**config.mk**
```make
export PLATFORM = sky130hd
export DESIGN_NAME = meteor_hit
export DESIGN_NICKNAME = d
export VERILOG_FILES = /design/src/rtl/meteor_hit.sv
export SDC_FILE = /design/constraint.sdc
export NUM_CORES = 1
export LEC_CHECK = 0
export ABC_AREA = 0
export CAP_MARGIN = 20
export CORE_MARGIN = 2
export CORE_UTILIZATION = 56
export DETAILED_ROUTE_END_ITERATION = 12
export PLACE_DENSITY = 0.82
export SLEW_MARGIN = 15
export SYNTH_ARGS = -nofsm -noshare
export SYNTH_HDL_FRONTEND = slang
export SYNTH_SLANG_ARGS = --single-unit
```
**constraint.sdc**
```tcl
create_clock -name frame_clk -period 5.6 [get_ports frame_clk]
set_input_delay 0.84 -clock frame_clk [delete_from_list [all_inputs] [get_ports frame_clk]]
set_output_delay 0.84 -clock frame_clk [all_outputs]
set_load 0.01 [all_outputs]
```
**src/rtl/meteor_hit.sv**
```systemverilog
// Falling meteorite target: spawns at an LFSR-chosen X, falls once per frame,
// reports bullet hits and landings, then explodes or idles before respawning.
module meteor_hit #(
    parameter int         METEOR_S       = 8,
    parameter int         Y_MIN          = 15,
    parameter int         Y_MAX          = 479,
    parameter int         X_MIN          = 8,
    parameter int         FALL_SPEED     = 2,
    parameter int         EXPLODE_FRAMES = 8,
    parameter int         RESPAWN_FRAMES = 30,
    parameter logic [9:0] LFSR_SEED      = 10'h1A5
) (
    input  logic       frame_clk,
    input  logic       Reset_n,
    input  logic       bullet_active,
    input  logic [9:0] bullet_X,
    input  logic [9:0] bullet_Y,
    input  logic [9:0] bullet_size,
    output logic       bullet_hit,
    output logic       score_inc,
    output logic       meteor_landed,
    output logic [9:0] meteor_X,
    output logic [9:0] meteor_Y,
    output logic [9:0] meteor_size,
    output logic       meteor_active,
    output logic       meteor_exploding
);

    typedef enum logic [1:0] {
        IDLE    = 2'd0,
        FALL    = 2'd1,
        EXPLODE = 2'd2
    } state_t;

    localparam logic [9:0] MS_C     = 10'(METEOR_S);
    localparam logic [9:0] YMIN_C   = 10'(Y_MIN);
    localparam logic [9:0] YMAX_C   = 10'(Y_MAX);
    localparam logic [9:0] XMIN_C   = 10'(X_MIN);
    localparam logic [9:0] SPEED_C  = 10'(FALL_SPEED);
    localparam logic [9:0] EXPL_C   = 10'(EXPLODE_FRAMES - 1);
    localparam logic [9:0] RESP_C   = 10'(RESPAWN_FRAMES - 1);
    // An all-zero seed would lock the LFSR, so it is promoted to 1.
    localparam logic [9:0] SEED_C   = (LFSR_SEED == 10'd0) ? 10'd1 : LFSR_SEED;

    state_t      state_r;
    logic [9:0]  cnt_r;
    logic [9:0]  lfsr_r;
    logic [9:0]  lfsr_next_s;
    logic [10:0] dx_s;
    logic [10:0] dy_s;
    logic [10:0] lim_s;
    logic        hit_s;
    logic        land_s;

    assign meteor_size = MS_C;
    assign lfsr_next_s = {lfsr_r[8:0], lfsr_r[9] ^ lfsr_r[6]};

    // Overlap and landing tests, larger-minus-smaller so nothing wraps.
    always_comb begin
        dx_s   = 11'd0;
        dy_s   = 11'd0;
        if (bullet_X >= meteor_X) begin
            dx_s = {1'b0, bullet_X} - {1'b0, meteor_X};
        end else begin
            dx_s = {1'b0, meteor_X} - {1'b0, bullet_X};
        end
        if (bullet_Y >= meteor_Y) begin
            dy_s = {1'b0, bullet_Y} - {1'b0, meteor_Y};
        end else begin
            dy_s = {1'b0, meteor_Y} - {1'b0, bullet_Y};
        end
        lim_s  = {1'b0, bullet_size} + {1'b0, MS_C};
        hit_s  = (state_r == FALL) && bullet_active && (dx_s <= lim_s) && (dy_s <= lim_s);
        land_s = ({1'b0, meteor_Y} + {1'b0, MS_C} + {1'b0, SPEED_C}) >= {1'b0, YMAX_C};
    end

    // Meteorite state machine with registered position, flags and pulses.
    always_ff @(posedge frame_clk or negedge Reset_n) begin
        if (!Reset_n) begin
            state_r          <= IDLE;
            cnt_r            <= RESP_C;
            lfsr_r           <= SEED_C;
            meteor_X         <= 10'd0;
            meteor_Y         <= 10'd0;
            meteor_active    <= 1'b0;
            meteor_exploding <= 1'b0;
            bullet_hit       <= 1'b0;
            score_inc        <= 1'b0;
            meteor_landed    <= 1'b0;
        end else begin
            lfsr_r        <= lfsr_next_s;
            bullet_hit    <= 1'b0;
            score_inc     <= 1'b0;
            meteor_landed <= 1'b0;
            case (state_r)
                IDLE: begin
                    if (cnt_r == 10'd0) begin
                        state_r       <= FALL;
                        meteor_X      <= XMIN_C + {1'b0, lfsr_r[8:0]};
                        meteor_Y      <= YMIN_C + MS_C;
                        meteor_active <= 1'b1;
                    end else begin
                        cnt_r <= cnt_r - 10'd1;
                    end
                end
                FALL: begin
                    // A hit takes priority over landing in the same frame.
                    if (hit_s) begin
                        state_r          <= EXPLODE;
                        cnt_r            <= EXPL_C;
                        bullet_hit       <= 1'b1;
                        score_inc        <= 1'b1;
                        meteor_active    <= 1'b0;
                        meteor_exploding <= 1'b1;
                    end else if (land_s) begin
                        state_r       <= IDLE;
                        cnt_r         <= RESP_C;
                        meteor_landed <= 1'b1;
                        meteor_active <= 1'b0;
                    end else begin
                        meteor_Y <= meteor_Y + SPEED_C;
                    end
                end
                EXPLODE: begin
                    if (cnt_r == 10'd0) begin
                        state_r          <= IDLE;
                        cnt_r            <= RESP_C;
                        meteor_exploding <= 1'b0;
                    end else begin
                        cnt_r <= cnt_r - 10'd1;
                    end
                end
                default: begin
                    state_r          <= IDLE;
                    cnt_r            <= RESP_C;
                    meteor_active    <= 1'b0;
                    meteor_exploding <= 1'b0;
                end
            endcase
        end
    end

endmodule
```
==> results.toml, run 1 <==
[worst_setup_path]
cp_slowest_cell = "clkdlybuf4s50_1"
cp-start-kind = "primary input"
path_class = "in2reg"
critPathTopFamily = "compound AO/OA/AOI/OAI gates"
critPathBufInv = 4
path_common_cell = "ha_1"
path_max_fanout = 7
required_ps = 5780
max_stage_delay_ps = 500
cp_cell_sequence = "clkdlybuf4s50_1 > inv_1 > ha_1 > nor2b_4 > o31ai_2 > a311o_1 > buf_4 > a221oi_1 > a211o_1 > and4b_1 > o21ai_1 > xor2_1 > ha_1 > a21o_1 > a21oi_1 > nor2b_1 > o32a_1 > a311oi_4 > nor3_1 > nor2_2 > inv_2 > mux2_1"
cp.arrival_ps = 5600
end_kind = "flip-flop"

[power_and_ir_drop]
p_per_area_nw_per_um2 = 362
clkPwrFrac = 0.099
power.share.sequential = 0.277
sw_frac_of_total = 0.453
p_switching_uw = 900
vdd_ir_drop_max_v = 0.000300
fin_total_pwr_uw = 1990
p_comb_frac = 0.624
p_leak_uw = 0.00262
intPower_uw = 1090

[floorplan]
start_util = 0.583
rows = 32
die_h_um = 94.1
die_x_um = 94.1
dieArea_um2 = 8860
pin_count = 68
core_area_um2 = 7810

[run]
cap_violations = 0

[global_routing]
grt_antenna_before_repair = 0
grt.total_usage = 0.259
grt_pass1_vias = 4130
grt_start_max_net_pins = 47
grt_pass1_wl_um = 18700
grt.overflow.total = 0

[synthesis]
synthTopCellsByArea = "dfrtp_1, ha_1, dfstp_2"
synth_largest_area_cell = "dfrtp_1"
ys_top_cells_by_count = "ha_1, inv_1, nand2_1, a21oi_1, dfrtp_1"
synth_top_cell_area_share = 0.203
synth_area_um2 = 4550
yosysUniqueCellTypes = 69
async_flop_share = 1.00
synth_ff_type = "dfrtp_1"
yosysSeqAreaShare = 0.255
synth-seq-cells = 46
syn_inst = 543
postSynthAreaPerCell_um2 = 8.38
yosysMostFrequentCell = "ha_1"
ys_warn_count = 0
synth-edff-count = 0

[placed_design]
place_congestion = 0.918
portBuffers = 57
dpl-instance-area_um2 = 5340
dp_hpwl_um = 9000

[sta]
post-route-min-period_ps = 5420
holdWs_ps = 378
fin_skew_ps = 8.13
max_slew.worst_pin.slew_ps = 597
max-slew-margin-rel = 0.598
finalSetupViolCount = 0
drv_slew = 0
hold_viol_final = 0
fin_crit_sh = 0.968
fmax_mhz = 185

[worst_hold_path]
hold_path.class = "reg2reg"

[cts]
clkTransAtPathRegs_ps = 90
worstSkewPairLatency_ps = 300
htreeDepth = 2
cts_root_buf = "clkbuf_8"
hold_buffers = 0
cts-buffers-inserted = 5
post_cts_buffers = 0
cts_tree = "yes"
post_cts_resized = 0
cts_buffer_depth = 2
cts_sinks = 46

[layout]
fill_cells = 601
syn_to_final_growth_pct = 20.6
seq_area_um2 = 1160
nNetsFinal = 723
fin_area_um2 = 5490
multiInputGateArea_um2 = 3070
drive_gt1_frac = 0.103
diodes = 0

[route]
drt_iter0_drc = 206
drc = 0
vias_per_cell = 5.78
vias = 4176
firstDrtPassIters = 5
ant_nets = 0
routedWlPerCell_um = 15.3
drt_wl_total_um = 11100

[status]
status = "completed"
-- metrics by stage --
step	setup TNS, ps	instances	worst slack, ps	utilization
after floorplan	0	551	359	-
after global placement	0	713	21.8	0.684
after detailed placement	-260	713	-102	0.684
after CTS	0	721	193	0.696
after global routing	-12.9	722	-12.9	0.703
final	0	722	181	0.703
-- final timing paths --
check / depth (start not counted) / slack [ps] / start / to
worst max-delay path: 22 / 180 / bullet_X[1] / meteor_Y[2]$_DFFE_PN0P_
worst min-delay path: 0 / 380 / lfsr_r[1]$_DFF_PN0_ / lfsr_r[2]$_DFF_PN1_
worst max register to register: 20 / 760 / meteor_Y[5]$_DFFE_PN0P_ / meteor_Y[2]$_DFFE_PN0P_
worst min register to register: 0 / 380 / lfsr_r[1]$_DFF_PN0_ / lfsr_r[2]$_DFF_PN1_
max in group asynchronous: 2 / 4680 / Reset_n / cnt_r[3]$_DFFE_PN1P_
min in group asynchronous: 1 / 390 / Reset_n / lfsr_r[6]$_DFF_PN0_
-- metal layers --
layer  global-route usage  wire length (um)
met1                0.345              5040
met2                0.454              5460
met3               0.0241               440
met4               0.0652               138
met5                    0                 0
-- cells by family (layout without fill, tap and decap cells) --
group,after synthesis,count (layout),share of synthesized area
DFF,46,46,0.255
AOI/OAI and AO/OA,159,159,0.230
buffers and inverters,89,158,0.0855
other,2,10,0.00165
xor gates and xnor gates,26,26,0.0500
adders and majority gates,71,71,0.202
muxes,9,9,0.0217
and+or+nand+nor,141,141,0.153
-- registers in the layout (all words and copies together) (netlist names) --
signal,flops
meteor_X,10
meteor_Y,10
state_r,2
meteor_landed,1
meteor_active,1
meteor_exploding,1
score_inc,1
lfsr_r,10
cnt_r,10
-- area by class of cell --
type	count	share of cell area
multi-input cells	416	0.559
inverters	62	0.0424
repair buffers	88	0.148
clock inverters	3	0.00342
well taps	102	0.0232
clock buffers	5	0.0125
flip-flops and latches	46	0.212
-- cells in the final DEF (no fill, tap or decap), types with 5 or more instances in the layout --
cell              n
inv_1            60
o21ai_1          24
nand3_1          18
clkbuf_8          5
o21ai_0          20
dfrtp_1          37
buf_4            30
a21o_1           22
nor3_1            9
a31oi_1           6
nor2_1           28
and2_1            6
ha_1             67
conb_1           10
dfstp_2           9
o21a_1            5
and3_1            6
nand4_1           8
nor2b_1           7
xnor2_1          15
a21oi_1          37
nand2_1          37
xor2_1           11
mux2i_1           5
clkdlybuf4s50_1  56
-- power groups by stage --
stage | logic [uW] | clock network (uW) | registers [uW]
4_1_cts | 1210 | 204 | 546
6_report | 1240 | 197 | 550
3_3_place_gp | 1160 | 0 | 548
5_1_grt | 1390 | 217 | 566
3_5_place_dp | 1210 | 0 | 552
2_1_floorplan | 826 | 0 | 523
Power figures use the tool's default switching activity.
==> run 2, diff against run 1 <==
--- a/config.mk
+++ b/config.mk
@@ -7,10 +7,12 @@
 export LEC_CHECK = 0
 export ABC_AREA = 0
 export CAP_MARGIN = 20
-export CORE_MARGIN = 2
+export CORE_MARGIN = 10
 export CORE_UTILIZATION = 56
 export DETAILED_ROUTE_END_ITERATION = 12
+export GPL_ROUTABILITY_DRIVEN = 0
 export PLACE_DENSITY = 0.82
+export RECOVER_POWER = 25
 export SLEW_MARGIN = 15
 export SYNTH_ARGS = -nofsm -noshare
 export SYNTH_HDL_FRONTEND = slang
==> results.toml, run 2 (synthesis gave the netlist of run 1 again) <==
[placed_design]
portBuffers = 57
dp_hpwl_um = 9570

[worst_setup_path]
cp.arrival_ps = 5790
path_max_fanout = 6
path_common_cell = "buf_4"
crit_path_start = "bullet_X[6]"
reg2reg_to = "meteor_Y[7]$_DFFE_PN0P_"
critPathTopFamily = "compound AO/OA/AOI/OAI gates"
r2r_start = "meteor_X[8]$_DFFE_PN0P_"
ff2ff_setup_slack_ps = 610
end_kind = "flip-flop"
worst-path-stages = 23
path_class = "in2reg"
critPathBufInv = 5
rr_worst_depth = 21
crit_path_end = "meteor_Y[7]$_DFFE_PN0P_"
cp-start-kind = "primary input"
cp_slowest_cell = "o311ai_0"
max_stage_delay_ps = 580
required_ps = 5790
cp_cell_sequence = "clkdlybuf4s50_1 > inv_1 > ha_1 > a211oi_2 > a211oi_1 > o311ai_0 > a31oi_1 > a21oi_1 > a221o_1 > a31oi_2 > xnor2_1 > ha_1 > nand4_1 > or2_1 > a21oi_1 > o32a_1 > a311oi_2 > buf_4 > nor3_2 > nor2_2 > buf_4 > buf_4 > o31a_1"

[sta]
max_slew.worst_pin.slew_ps = 1820
drv_slew = 37
finalSetupTns_ps = 0
max-slew-margin-rel = -0.212
hold_viol_final = 0
fin_crit_sh = 1.00
finalSetupViolCount = 0
fmax_mhz = 179
fin_skew_ps = 5.87
post-route-min-period_ps = 5600

[floorplan]
rows = 32
die_x_um = 110
core_area_um2 = 7810
die_h_um = 110
start_util = 0.583
dieArea_um2 = 12100
pin_count = 68

[power_and_ir_drop]
p_leak_uw = 0.00269
sw_frac_of_total = 0.451
p_switching_uw = 963
clkPwrFrac = 0.120
power.share.sequential = 0.260
p_per_area_nw_per_um2 = 380
p_comb_frac = 0.620
vdd_ir_drop_max_v = 0.000335
intPower_uw = 1170

[layout]
fill_cells = 576
seq_area_um2 = 1160
nNetsFinal = 732
diodes = 0
layout_common_cells = "ha_1, inv_1, clkdlybuf4s50_1, nand2_1, buf_4"
multiInputGateArea_um2 = 3100
post-route-util = 0.720
layout_commonest_cell = "ha_1"
drive_gt1_frac = 0.119
syn_to_final_growth_pct = 23.6

[cts]
cts_buffer_depth = 2
cts-buffers-inserted = 5
htreeDepth = 2
hold_buffers = 0
clkTransAtPathRegs_ps = 90
cts_tree = "yes"
worstSkewPairLatency_ps = 310
cts_sinks = 46
cts_root_buf = "clkbuf_8"

[global_routing]
grt_antenna_before_repair = 0
grt.total_usage = 0.195
grt.overflow.total = 0
grt_start_max_net_pins = 47
grt_pass1_wl_um = 19600
grt_pass1_vias = 4214

[route]
drc = 0
drt_wl_total_um = 12500
vias = 4373
ant_nets = 0
firstDrtPassIters = 5
routedWlPerCell_um = 17.1
vias_per_cell = 5.98
drt_iter0_drc = 217

[status]
status = "finished with violations"
violations = "capacitance limit, slew limit"

[run]
cap_violations = 1

[worst_hold_path]
hold_path.class = "reg2reg"
-- run 2: changes by cell type in the layout (fill, tap and decap cells not counted), sizes merged, moves of 2 or more --
cell | before | now
buf | 32 | 39
clkdlybuf4s50 | 56 | 53
clkbuf | 5 | 7
dlymetal6s2s | 0 | 3
clkinv | 2 | 0
-- run 2: layout make-up --
cell class                 instances  share of cell area
multi-input combinational        416               0.551
sequential                        46               0.207
timing repair buffer              97               0.157
inverter                          62              0.0418
tap                              102              0.0227
clock buffer                       5              0.0122
clock inverter                     3             0.00868
-- run 2: worst min path at each step --
stage                        startpoint                   to  cells after the start
floorplan           lfsr_r[1]$_DFF_PN0_  lfsr_r[2]$_DFF_PN1_                      0
global placement    lfsr_r[1]$_DFF_PN0_  lfsr_r[2]$_DFF_PN1_                      0
detailed placement  lfsr_r[1]$_DFF_PN0_  lfsr_r[2]$_DFF_PN1_                      0
CTS                 lfsr_r[1]$_DFF_PN0_  lfsr_r[2]$_DFF_PN1_                      0
global route        lfsr_r[1]$_DFF_PN0_  lfsr_r[2]$_DFF_PN1_                      0
finish              lfsr_r[1]$_DFF_PN0_  lfsr_r[2]$_DFF_PN1_                      0
-- run 2: per-layer routing --
metal | GRT usage | vias to the layer above | share of wire
li1 | - | 2071 | -
met1 | 0.239 | 2078 | 0.41
met2 | 0.340 | 184 | 0.50
met3 | 0.0325 | 40 | 0.065
met4 | 0.0624 | 0 | 0.027
met5 | 0 | - | 0
-- run 2: timing repair --
item                                    in CTS  in global routing
resized for setup                            0                 17
endpoints found under the setup margin       0                 18
buffers inserted                             0                 10
-- run 2: per-stage QoR --
step           cell area, um2  setup slack, ps  hold slack (ps)  total power [uW]  cells
4_1_cts                  5450             64.0              393              2020    720
2_1_floorplan            4580              359              354              1350    551
3_3_place_gp             5340             3.70              372              1700    712
3_5_place_dp             5340             -210              370              1760    712
5_1_grt                  5620             -206              409              2320    731
6_report                 5620             2.36              396              2140    731
-- run 2: power by group through the flow --
stage                     Sequential [uW]  Combinational (uW)  Clock [uW]
after floorplan                       523                 826           0
after global placement                545                1150           0
after detailed placement              549                1210           0
after CTS                             545                1220         259
after global routing                  570                1470         276
final                                 556                1320         256
-- run 2: worst reg2reg max path: stages, from the launching register on --
cell and delay (ps):
dfrtp_1 450, ha_2 350, a21o_1 180, a21o_1 190, o311ai_0 610, a31oi_1 220
a21oi_1 290, a221o_1 240, a31oi_2 110, xnor2_1 140, ha_1 300, nand4_1 100
or2_1 270, a21oi_1 150, o32a_1 180, a311oi_2 40, buf_4 160, nor3_2 220
nor2_2 90, buf_4 160, buf_4 160, o31a_1 270
